$ cat config.mk
export PLATFORM = sky130hd
export DESIGN_NAME = bt656_line_writer
export DESIGN_NICKNAME = d
export VERILOG_FILES = /design/src/rtl/bt656_pkg.sv /design/src/rtl/bt656_trs_detect.sv /design/src/rtl/bt656_line_writer.sv
export SDC_FILE = /design/constraint.sdc
export NUM_CORES = 1
export LEC_CHECK = 0
export CORE_ASPECT_RATIO = 0.8
export CORE_MARGIN = 3
export CORE_UTILIZATION = 25
export CTS_CLUSTER_DIAMETER = 50
export DETAILED_ROUTE_END_ITERATION = 12
export PLACE_DENSITY = 0.45
export SLEW_MARGIN = 30
export SYNTH_ARGS = -nofsm -noshare
export SYNTH_HDL_FRONTEND = slang
export SYNTH_SLANG_ARGS = --single-unit
$ cat constraint.sdc
create_clock -name clock -period 3.55 [get_ports clock]
set_input_delay 0.71 -clock clock [delete_from_list [all_inputs] [get_ports clock]]
set_output_delay 0.71 -clock clock [all_outputs]
set_load 0.05 [all_outputs]
$ cat src/rtl/bt656_pkg.sv
// Shared types and constants for the BT.656 line writer.
// XY protection checking in bt656_trs_detect is enabled by defining BT656_XY_CHECK_EN.
package bt656_pkg;

    typedef enum logic [1:0] {
        BLANK  = 2'd0,
        ACTIVE = 2'd1,
        SKIP   = 2'd2
    } state_t;

    localparam logic [7:0] TRS_PRE0 = 8'hFF;
    localparam logic [7:0] TRS_PRE1 = 8'h00;

    localparam int F_BIT = 6;
    localparam int V_BIT = 5;
    localparam int H_BIT = 4;

    // Protection bits of the XY word: P3=V^H, P2=F^H, P1=F^V, P0=F^V^H
    function automatic logic xy_ok(input logic [7:0] xy);
        logic       f_s;
        logic       v_s;
        logic       h_s;
        logic [3:0] p_s;
        f_s = xy[F_BIT];
        v_s = xy[V_BIT];
        h_s = xy[H_BIT];
        p_s = {v_s ^ h_s, f_s ^ h_s, f_s ^ v_s, f_s ^ v_s ^ h_s};
        return (xy[3:0] == p_s);
    endfunction

endpackage

$ cat src/rtl/bt656_trs_detect.sv
// TRS detector: 3-byte shifter of valid bytes plus XY decode.
// Define BT656_XY_CHECK_EN to reject TRS codes whose protection bits mismatch.
module bt656_trs_detect
    import bt656_pkg::*;
(
    input  logic       clock,
    input  logic       reset_n,
    input  logic [7:0] data_in,
    input  logic       data_valid,
    output logic       sav_stb,
    output logic       eav_stb,
    output logic       f,
    output logic       v
);

    logic [7:0] sh0_r;
    logic [7:0] sh1_r;
    logic [7:0] sh2_r;
    logic       pre_s;
    logic       xy_good_s;
    logic       trs_s;

    // Shift history only advances on valid bytes
    always_ff @(posedge clock or negedge reset_n) begin
        if (!reset_n) begin
            sh0_r <= 8'h00;
            sh1_r <= 8'h00;
            sh2_r <= 8'h00;
        end else if (data_valid) begin
            sh0_r <= sh1_r;
            sh1_r <= sh2_r;
            sh2_r <= data_in;
        end else begin
            sh0_r <= sh0_r;
            sh1_r <= sh1_r;
            sh2_r <= sh2_r;
        end
    end

    // Preamble match and XY qualification for the current byte
    always_comb begin
        pre_s = (sh0_r == TRS_PRE0) && (sh1_r == TRS_PRE1) && (sh2_r == TRS_PRE1);
`ifdef BT656_XY_CHECK_EN
        xy_good_s = xy_ok(data_in);
`else
        xy_good_s = 1'b1;
`endif
        trs_s   = data_valid && pre_s && data_in[7] && xy_good_s;
        sav_stb = trs_s && !data_in[H_BIT];
        eav_stb = trs_s && data_in[H_BIT];
        f       = data_in[F_BIT];
        v       = data_in[V_BIT];
    end

endmodule

$ cat src/rtl/bt656_line_writer.sv
// Writes whole BT.656 active lines into the line FIFO, dropping complete lines at SAV when it is full.
// Build option: BT656_XY_CHECK_EN enables TRS protection-bit checking in the detector.
module bt656_line_writer
    import bt656_pkg::*;
#(
    parameter int LINE_BYTES = 1440,
    parameter int CNT_W      = 11,
    parameter int DROP_W     = 16
) (
    input  logic              clock,
    input  logic              reset_n,
    input  logic [7:0]        data_in,
    input  logic              data_valid,
    input  logic              fifo_full,
    output logic [7:0]        fifo_data,
    output logic              fifo_write,
    output logic              field,
    output logic              vblank,
    output logic              line_done,
    output logic              short_line_err,
    output logic              overrun_err,
    output logic [DROP_W-1:0] lines_dropped
);

    localparam logic [CNT_W-1:0] LINE_MAX = CNT_W'(LINE_BYTES);

    logic sav_s;
    logic eav_s;
    logic f_s;
    logic v_s;
    logic trs_s;
    logic room_s;

    state_t            state_r,  state_nx;
    logic [CNT_W-1:0]  cnt_r,    cnt_nx;
    logic [DROP_W-1:0] drop_r,   drop_nx;
    logic [7:0]        data_r,   data_nx;
    logic              wr_r,     wr_nx;
    logic              field_r,  field_nx;
    logic              vblank_r, vblank_nx;
    logic              done_r,   done_nx;
    logic              short_r,  short_nx;
    logic              ovr_r,    ovr_nx;

    bt656_trs_detect u_trs (
        .clock      (clock),
        .reset_n    (reset_n),
        .data_in    (data_in),
        .data_valid (data_valid),
        .sav_stb    (sav_s),
        .eav_stb    (eav_s),
        .f          (f_s),
        .v          (v_s)
    );

    assign trs_s  = sav_s || eav_s;
    assign room_s = (cnt_r < LINE_MAX);

    // State, counters and output registers
    always_ff @(posedge clock or negedge reset_n) begin
        if (!reset_n) begin
            state_r  <= BLANK;
            cnt_r    <= '0;
            drop_r   <= '0;
            data_r   <= 8'h00;
            wr_r     <= 1'b0;
            field_r  <= 1'b0;
            vblank_r <= 1'b0;
            done_r   <= 1'b0;
            short_r  <= 1'b0;
            ovr_r    <= 1'b0;
        end else begin
            state_r  <= state_nx;
            cnt_r    <= cnt_nx;
            drop_r   <= drop_nx;
            data_r   <= data_nx;
            wr_r     <= wr_nx;
            field_r  <= field_nx;
            vblank_r <= vblank_nx;
            done_r   <= done_nx;
            short_r  <= short_nx;
            ovr_r    <= ovr_nx;
        end
    end

    // Line sequencing: close the current line on any TRS, then apply SAV admit/drop rules
    always_comb begin
        state_nx  = state_r;
        cnt_nx    = cnt_r;
        drop_nx   = drop_r;
        data_nx   = data_r;
        wr_nx     = 1'b0;
        field_nx  = field_r;
        vblank_nx = vblank_r;
        done_nx   = 1'b0;
        short_nx  = 1'b0;
        ovr_nx    = 1'b0;

        if (data_valid) begin
            if (trs_s) begin
                field_nx  = f_s;
                vblank_nx = v_s;
            end else begin
                field_nx  = field_r;
                vblank_nx = vblank_r;
            end

            case (state_r)
                ACTIVE: begin
                    if (trs_s) begin
                        state_nx = BLANK;
                        done_nx  = 1'b1;
                        short_nx = room_s;
                    end else if (room_s) begin
                        wr_nx   = 1'b1;
                        data_nx = data_in;
                        cnt_nx  = cnt_r + CNT_W'(1);
                        ovr_nx  = fifo_full;
                    end else begin
                        cnt_nx = cnt_r;
                    end
                end
                SKIP: begin
                    if (trs_s) begin
                        state_nx = BLANK;
                    end else begin
                        state_nx = SKIP;
                    end
                end
                BLANK: begin
                    state_nx = BLANK;
                end
                default: begin
                    state_nx = BLANK;
                end
            endcase

            // A SAV seen mid-line has already closed that line above
            if (sav_s && !v_s) begin
                if (!fifo_full) begin
                    state_nx = ACTIVE;
                    cnt_nx   = '0;
                end else begin
                    state_nx = SKIP;
                    drop_nx  = (drop_r == '1) ? drop_r : drop_r + DROP_W'(1);
                end
            end else begin
                drop_nx = drop_r;
            end
        end else begin
            wr_nx = 1'b0;
        end
    end

    assign fifo_data      = data_r;
    assign fifo_write     = wr_r;
    assign field          = field_r;
    assign vblank         = vblank_r;
    assign line_done      = done_r;
    assign short_line_err = short_r;
    assign overrun_err    = ovr_r;
    assign lines_dropped  = drop_r;

endmodule

==> results of run 1 <==
-- cell families after synthesis --
| kind of cell | after synthesis | synth area share |
|---|---|---|
| AOI/OAI and AO/OA | 27 | 0.06475 |
| xor gates and xnor gates | 16 | 0.04740 |
| adders and majority gates | 2 | 0.008462 |
| buffers and inverters | 18 | 0.02750 |
| DFF | 67 | 0.5671 |
| muxes | 32 | 0.1231 |
| and+or+nand+nor | 86 | 0.1617 |
-- per-stage QoR --
stage | setup slack (ns) | instances | utilization
after global routing | 0.7279 | 442 | 0.3441
final | 0.8462 | 442 | 0.3441
after detailed placement | 0.4997 | 426 | 0.3178
after CTS | 0.8512 | 442 | 0.3441
after global placement | 0.5206 | 426 | 0.3168
after floorplan | 0.9020 | 248 | -
-- area by class of cell --
class / instances / area (µm²) / area share
multi-input cells: 163 / 1217 / 0.3162
flip-flops and latches: 67 / 1677 / 0.4355
well taps: 144 / 180.2 / 0.04680
clock inverters: 6 / 55.05 / 0.01430
clock buffers: 10 / 239.0 / 0.06207
repair buffers: 47 / 462.9 / 0.1202
inverters: 5 / 18.77 / 0.004875
-- report_power, final --
part	internal [mW]	switching, mW	total (mW)
clock network	0.556	0.326	0.881
registers	0.857	0.0725	0.930
logic	0.146	0.185	0.331
-- registers in the layout, summed over array words and instances, names as in the netlist --
register        flops
cnt_r              11
field               1
fifo_data           8
fifo_write          1
line_done           1
lines_dropped      16
overrun_err         1
short_line_err      1
state_r             2
u_trs.sh0_r         8
u_trs.sh1_r         8
u_trs.sh2_r         8
vblank              1
-- cells in the mapped netlist (2+ instances only) --
| library cell | instances | area, µm² |
|---|---|---|
| a21oi_1 | 4 | 20.02 |
| and2_1 | 3 | 18.77 |
| and3_1 | 3 | 18.77 |
| clkbuf_1 | 9 | 33.78 |
| dfrtp_1 | 67 | 1677 |
| ha_1 | 2 | 25.02 |
| inv_1 | 5 | 18.77 |
| mux2_2 | 31 | 349.1 |
| nand2_1 | 17 | 63.81 |
| nand3_1 | 11 | 55.05 |
| nand4_1 | 8 | 50.05 |
| nor2_1 | 9 | 33.78 |
| nor2b_1 | 2 | 12.51 |
| nor3_1 | 8 | 40.04 |
| nor4_1 | 7 | 43.79 |
| o211ai_1 | 4 | 30.03 |
| o21ai_0 | 7 | 35.03 |
| o31ai_1 | 4 | 30.03 |
| or2_2 | 3 | 18.77 |
| or3_1 | 3 | 18.77 |
| or4_1 | 2 | 15.01 |
| xnor2_1 | 2 | 17.52 |
| xor2_1 | 14 | 122.6 |
-- per-layer routing --
layer	track usage	wire (µm)	vias to the layer above
li1	-	-	990
met2	0.1496	2656	38
met5	0	0	-
met1	0.1666	3619	1032
met4	0.04160	70	0
met3	0.04158	328	8
-- worst max path at each step --
stage,startpoint,endpoint,slack [ns],depth (start not counted)
finish,data_in[7],lines_dropped[1]$_DFFE_PN0P_,0.85,7
global route,data_valid,lines_dropped[1]$_DFFE_PN0P_,0.73,7
detailed placement,data_in[7],lines_dropped[1]$_DFFE_PN0P_,0.50,7
global placement,data_valid,lines_dropped[1]$_DFFE_PN0P_,0.52,7
floorplan,data_valid,fifo_data[7]$_DFFE_PN0P_,0.90,7
CTS,data_in[7],lines_dropped[1]$_DFFE_PN0P_,0.85,7
-- worst reg2reg max path, delay by kind of cell, from the launching register on --
kind,cells,cell delay [ns]
and+or+nand+nor,4,1.63
buffers and inverters,1,0.19
muxes,1,0.30
DFF,1,0.40
-- layout by cell type (no fill, tap or decap), types with 2 or more instances in the layout --
cell             Yosys  routed
and2_1               3       3
nand3_1             11      11
a21oi_1              4       4
nor2b_1              2       2
mux2_2              31      31
nor4_1               7       7
inv_1                5       5
clkinv_2             0       5
xnor2_1              2       2
clkdlybuf4s50_1      0      40
buf_4                1       5
xor2_1              14      14
nand4_1              8       8
clkbuf_16            0       9
o21ai_0              7       7
nor2_1               9       9
or2_2                3       3
nand2_1             17      17
or3_1                3       3
nor3_1               8       8
and3_1               3       3
dfrtp_1             67      67
or4_1                2       2
ha_1                 2       2
o31ai_1              4       4
o211ai_1             4       4
==> impl_metrics.env, run 1 <==
export IMPL_crit_buf_inv=2
export IMPL_overflow=0
export IMPL_wire_per_inst_um=15.10
export IMPL_status="completed"
export IMPL_period_needed_ns=2.704
export IMPL_cap_viol_max_count=0
export IMPL_powerDensity_nw_per_um2=556.4
export IMPL_start_kind="input pin"
export IMPL_vias_per_cell=4.679
export IMPL_reg2reg_slack_ns=0.91
export IMPL_nets=307
export IMPL_stdcell_area_um2=3850
export IMPL_cts_resized=0
export IMPL_die_h_um=103.3
export IMPL_grt_pass1_wl_um=11340
export IMPL_crit_chain="clkdlybuf4s50_1 -> nand2_1 -> or4_1 -> or2_0 -> buf_4 -> or2_1 -> mux2_4"
export IMPL_timing_rr_end="lines_dropped[1]$_DFFE_PN0P_"
export IMPL_tightest_slew_ns=0.6983
export IMPL_skew_ns=0.005112
export IMPL_synth_edf_count=0
export IMPL_r2r_start="u_trs.sh1_r[0]$_DFFE_PN0P_"
export IMPL_syn_inst=248
export IMPL_crit_path_top_delay_cell="or4_1"
export IMPL_die_area_um2=13180
export IMPL_root_buffer="clkbuf_16"
export IMPL_io_buffers=41
export IMPL_synth_seq_cells=67
export IMPL_clock_fmax_mhz=369.9
export IMPL_start_util=0.2643
export IMPL_num_antenna_cells=0
export IMPL_syn_area_um2=2957
export IMPL_drtIter0Drc=105
export IMPL_grt_pass1_vias=2090
export IMPL_setup_viol=0
export IMPL_end_kind="flip-flop"
export IMPL_vias=2068
export IMPL_critical_path_class="in2reg"
export IMPL_post_cts_buffers=0
export IMPL_coreArea_um2=11190
export IMPL_critPathTopFamily="simple AND/OR/NAND/NOR gates"
export IMPL_hold_violations=0
export IMPL_clk_latency_ns=0.33
export IMPL_r2r_cells=6
export IMPL_ioPinCount=42
export IMPL_grt_start_max_net_pins=41
export IMPL_antenna_found_initial=0
export IMPL_ant_nets=0
export IMPL_critical_path_max_fanout=15
export IMPL_slew_violations=0
export IMPL_routed_wl_um=6674
export IMPL_fill_cells=1129
export IMPL_cpPeakStageDelay_ns=0.59
export IMPL_ys_flop_type="dfrtp_1"
export IMPL_drive_gt1_frac=0.2081
export IMPL_track_usage=0.1129
export IMPL_core_rowCount=34
export IMPL_synth_warning_count=0
export IMPL_async_flop_share=1.000
export IMPL_gp_congestion=0.7234
export IMPL_leakagePower_nw=1.660
export IMPL_post_synth_cell_area_avg_um2=11.92
export IMPL_cts_buffer_depth=2
export IMPL_cts_sinks=67
export IMPL_required_ns=3.77
export IMPL_fin_crit_sh=0.7616
export IMPL_synthDistinctLibCells=46
export IMPL_die_width_um=127.6
export IMPL_dpl_cell_area_um2=3556
export IMPL_drc=0
export IMPL_holdBufCountCts=0
export IMPL_cts_clk_slew_worst_paths_ns=0.06
export IMPL_synthesis_nets=262
export IMPL_power_total_mw=2.142
export IMPL_rsz0062_at_grt="false"
export IMPL_htree_num_levels=3
export IMPL_whs_ns=0.4134
export IMPL_drt_pass1_iter_count=4
export IMPL_yosysSeqAreaShare=0.5671
export IMPL_ir_drop_mv=0.2183
export IMPL_hpwl_um=4677
export IMPL_finalSetupTns_ns=0
export IMPL_area_delta_synth_final_pct=30.22
export IMPL_cts_made_buffers=9
export IMPL_cp_data_arrival_time_ns=2.92
export IMPL_cts_tree="done"
export IMPL_relSlewSlack=0.5279
export IMPL_hp_class="in2async"
(Power assumes the default switching activity.)
==> run 2: changes to the inputs <==
PLACE_DENSITY = 0.46   (was 0.45)
clock period = 2.4 ns   (was 3.55 ns; I/O delays follow)
==> impl_metrics.env, run 2 (synthesis gave the netlist of run 1 again) <==
export IMPL_crit_chain="or4b_4 -> or4_4 -> or2_4 -> buf_8 -> nor4_1 -> xor2_1"
export IMPL_wire_per_inst_um=14.18
export IMPL_skew_ns=0.006848
export IMPL_crit_buf_inv=1
export IMPL_layout_setup_ws_ns=0.06860
export IMPL_dp_cells=449
export IMPL_track_usage=0.1099
export IMPL_leakagePower_nw=1.770
export IMPL_r2r_start="u_trs.sh1_r[0]$_DFFE_PN0P_"
export IMPL_clk_latency_ns=0.33
export IMPL_cp_data_arrival_time_ns=2.58
export IMPL_coreArea_um2=11190
export IMPL_grt_pass1_vias=2150
export IMPL_pre_cts_ws_ns=-0.2306
export IMPL_nets=330
export IMPL_start_kind="flip-flop"
export IMPL_routed_wl_um=6593
export IMPL_critPathTopFamily="simple AND/OR/NAND/NOR gates"
export IMPL_vias=2141
export IMPL_fin_crit_sh=0.9714
export IMPL_clock_fmax_mhz=428.9
export IMPL_cpPeakStageDelay_ns=0.54
export IMPL_htree_num_levels=3
export IMPL_r2r_cells=6
export IMPL_start_util=0.2643
export IMPL_grt_start_max_net_pins=68
export IMPL_drtIter0Drc=158
export IMPL_drc=0
export IMPL_core_rowCount=34
export IMPL_ir_drop_mv=0.3609
export IMPL_period_needed_ns=2.331
export IMPL_io_buffers=41
export IMPL_cap_viol_max_count=0
export IMPL_timing_rr_end="lines_dropped[7]$_DFFE_PN0P_"
export IMPL_crit_path_top_delay_cell="or4b_4"
export IMPL_crit_start="u_trs.sh1_r[0]$_DFFE_PN0P_"
export IMPL_slew_violations=0
export IMPL_fin_cells=465
export IMPL_layout_commonest_cell="dfrtp_1"
export IMPL_finalSetupTns_ns=0
export IMPL_drt_pass1_iter_count=4
export IMPL_end_kind="flip-flop"
export IMPL_hp_class="in2async"
export IMPL_hpwl_um=4658
export IMPL_fill_cells=1125
export IMPL_cts_made_buffers=9
export IMPL_cts_buffer_depth=2
export IMPL_drive_gt1_frac=0.2741
export IMPL_hold_violations=0
export IMPL_critical_path_max_fanout=13
export IMPL_relSlewSlack=0.6570
export IMPL_die_width_um=127.6
export IMPL_cts_clk_slew_worst_paths_ns=0.05
export IMPL_largest_reg_flops=16
export IMPL_num_antenna_cells=0
export IMPL_antenna_found_initial=0
export IMPL_ant_nets=0
export IMPL_root_buffer="clkbuf_16"
export IMPL_powerDensity_nw_per_um2=800.1
export IMPL_die_area_um2=13180
export IMPL_cts_sinks=67
export IMPL_ioPinCount=42
export IMPL_overflow=0
export IMPL_mostFrequentLayoutCells="dfrtp_1, clkdlybuf4s50_1, mux2_2, buf_4, nand2_1"
export IMPL_rsz0062_at_grt="false"
export IMPL_vias_per_cell=4.604
export IMPL_status="completed"
export IMPL_tightest_slew_ns=0.5129
export IMPL_grt_pass1_wl_um=11180
export IMPL_die_h_um=103.3
export IMPL_setup_viol=0
export IMPL_required_ns=2.65
export IMPL_critical_path_class="reg2reg"
export IMPL_gp_congestion=0.7444
export IMPL_cts_tree="done"
export IMPL_area_delta_synth_final_pct=38.68
export IMPL_power_total_mw=3.280
export IMPL_reg2reg_slack_ns=0.07
-- run 2: changes by cell type in the layout (fill, tap and decap cells not counted), moves of 2 or more --
cell      delta
buf_6        +3
clkinv_2     -3
buf_4       +18
clkbuf_1     +2
-- run 2: how the worst max path moves through the flow --
stage,endpoint,slack (ns),cells past startpoint
floorplan,lines_dropped[1]$_DFFE_PN0P_,-0.006,7
global placement,lines_dropped[7]$_DFFE_PN0P_,-0.20,7
detailed placement,lines_dropped[7]$_DFFE_PN0P_,-0.23,7
CTS,lines_dropped[7]$_DFFE_PN0P_,0.02,6
global route,lines_dropped[15]$_DFFE_PN0P_,0.006,6
finish,lines_dropped[7]$_DFFE_PN0P_,0.07,6
-- run 2: metrics by stage --
step	utilization	instance area [µm²]	hold slack, ns
after floorplan	-	2969	0.1844
after global placement	0.3344	3741	0.4642
after detailed placement	0.3344	3741	0.4701
after CTS	0.3621	4051	0.1792
after global routing	0.3665	4100	0.1941
final	0.3665	4100	0.1754
-- run 2: timing repair --
item	4_1_cts	5_1_grt
resized for setup	0	13
hold buffers	0	0
buffers inserted	0	1
setup endpoints to repair	0	22
-- run 2: metal layers --
layer,vias up,global-route usage,share of wire
li1,1036,-,-
met4,0,0.02855,0.0093
met2,34,0.1561,0.44
met1,1064,0.1533,0.51
met3,7,0.04825,0.043
met5,-,0,0
-- run 2: cell type report --
type,instances,area [µm²],area share
inverters,5,18.77,0.004577
multi-input cells,163,1247,0.3042
clock inverters,5,77.57,0.01892
repair buffers,70,666.9,0.1626
clock buffers,11,232.7,0.05676
flip-flops and latches,67,1677,0.4089
well taps,144,180.2,0.04394
-- run 2: report_power, final --
group          total, mW  internal (mW)  switching [mW]
Combinational      0.531          0.253           0.278
Sequential          1.38           1.27           0.108
Clock               1.37          0.905           0.468
==> run 3: changes to the inputs <==
ABC_AREA = 0   (was unset)
CTS_CLUSTER_DIAMETER = 100   (was 50)
==> results of run 3 <==
Same layout as run 2: the final DEF is identical, and so are final timing and power.
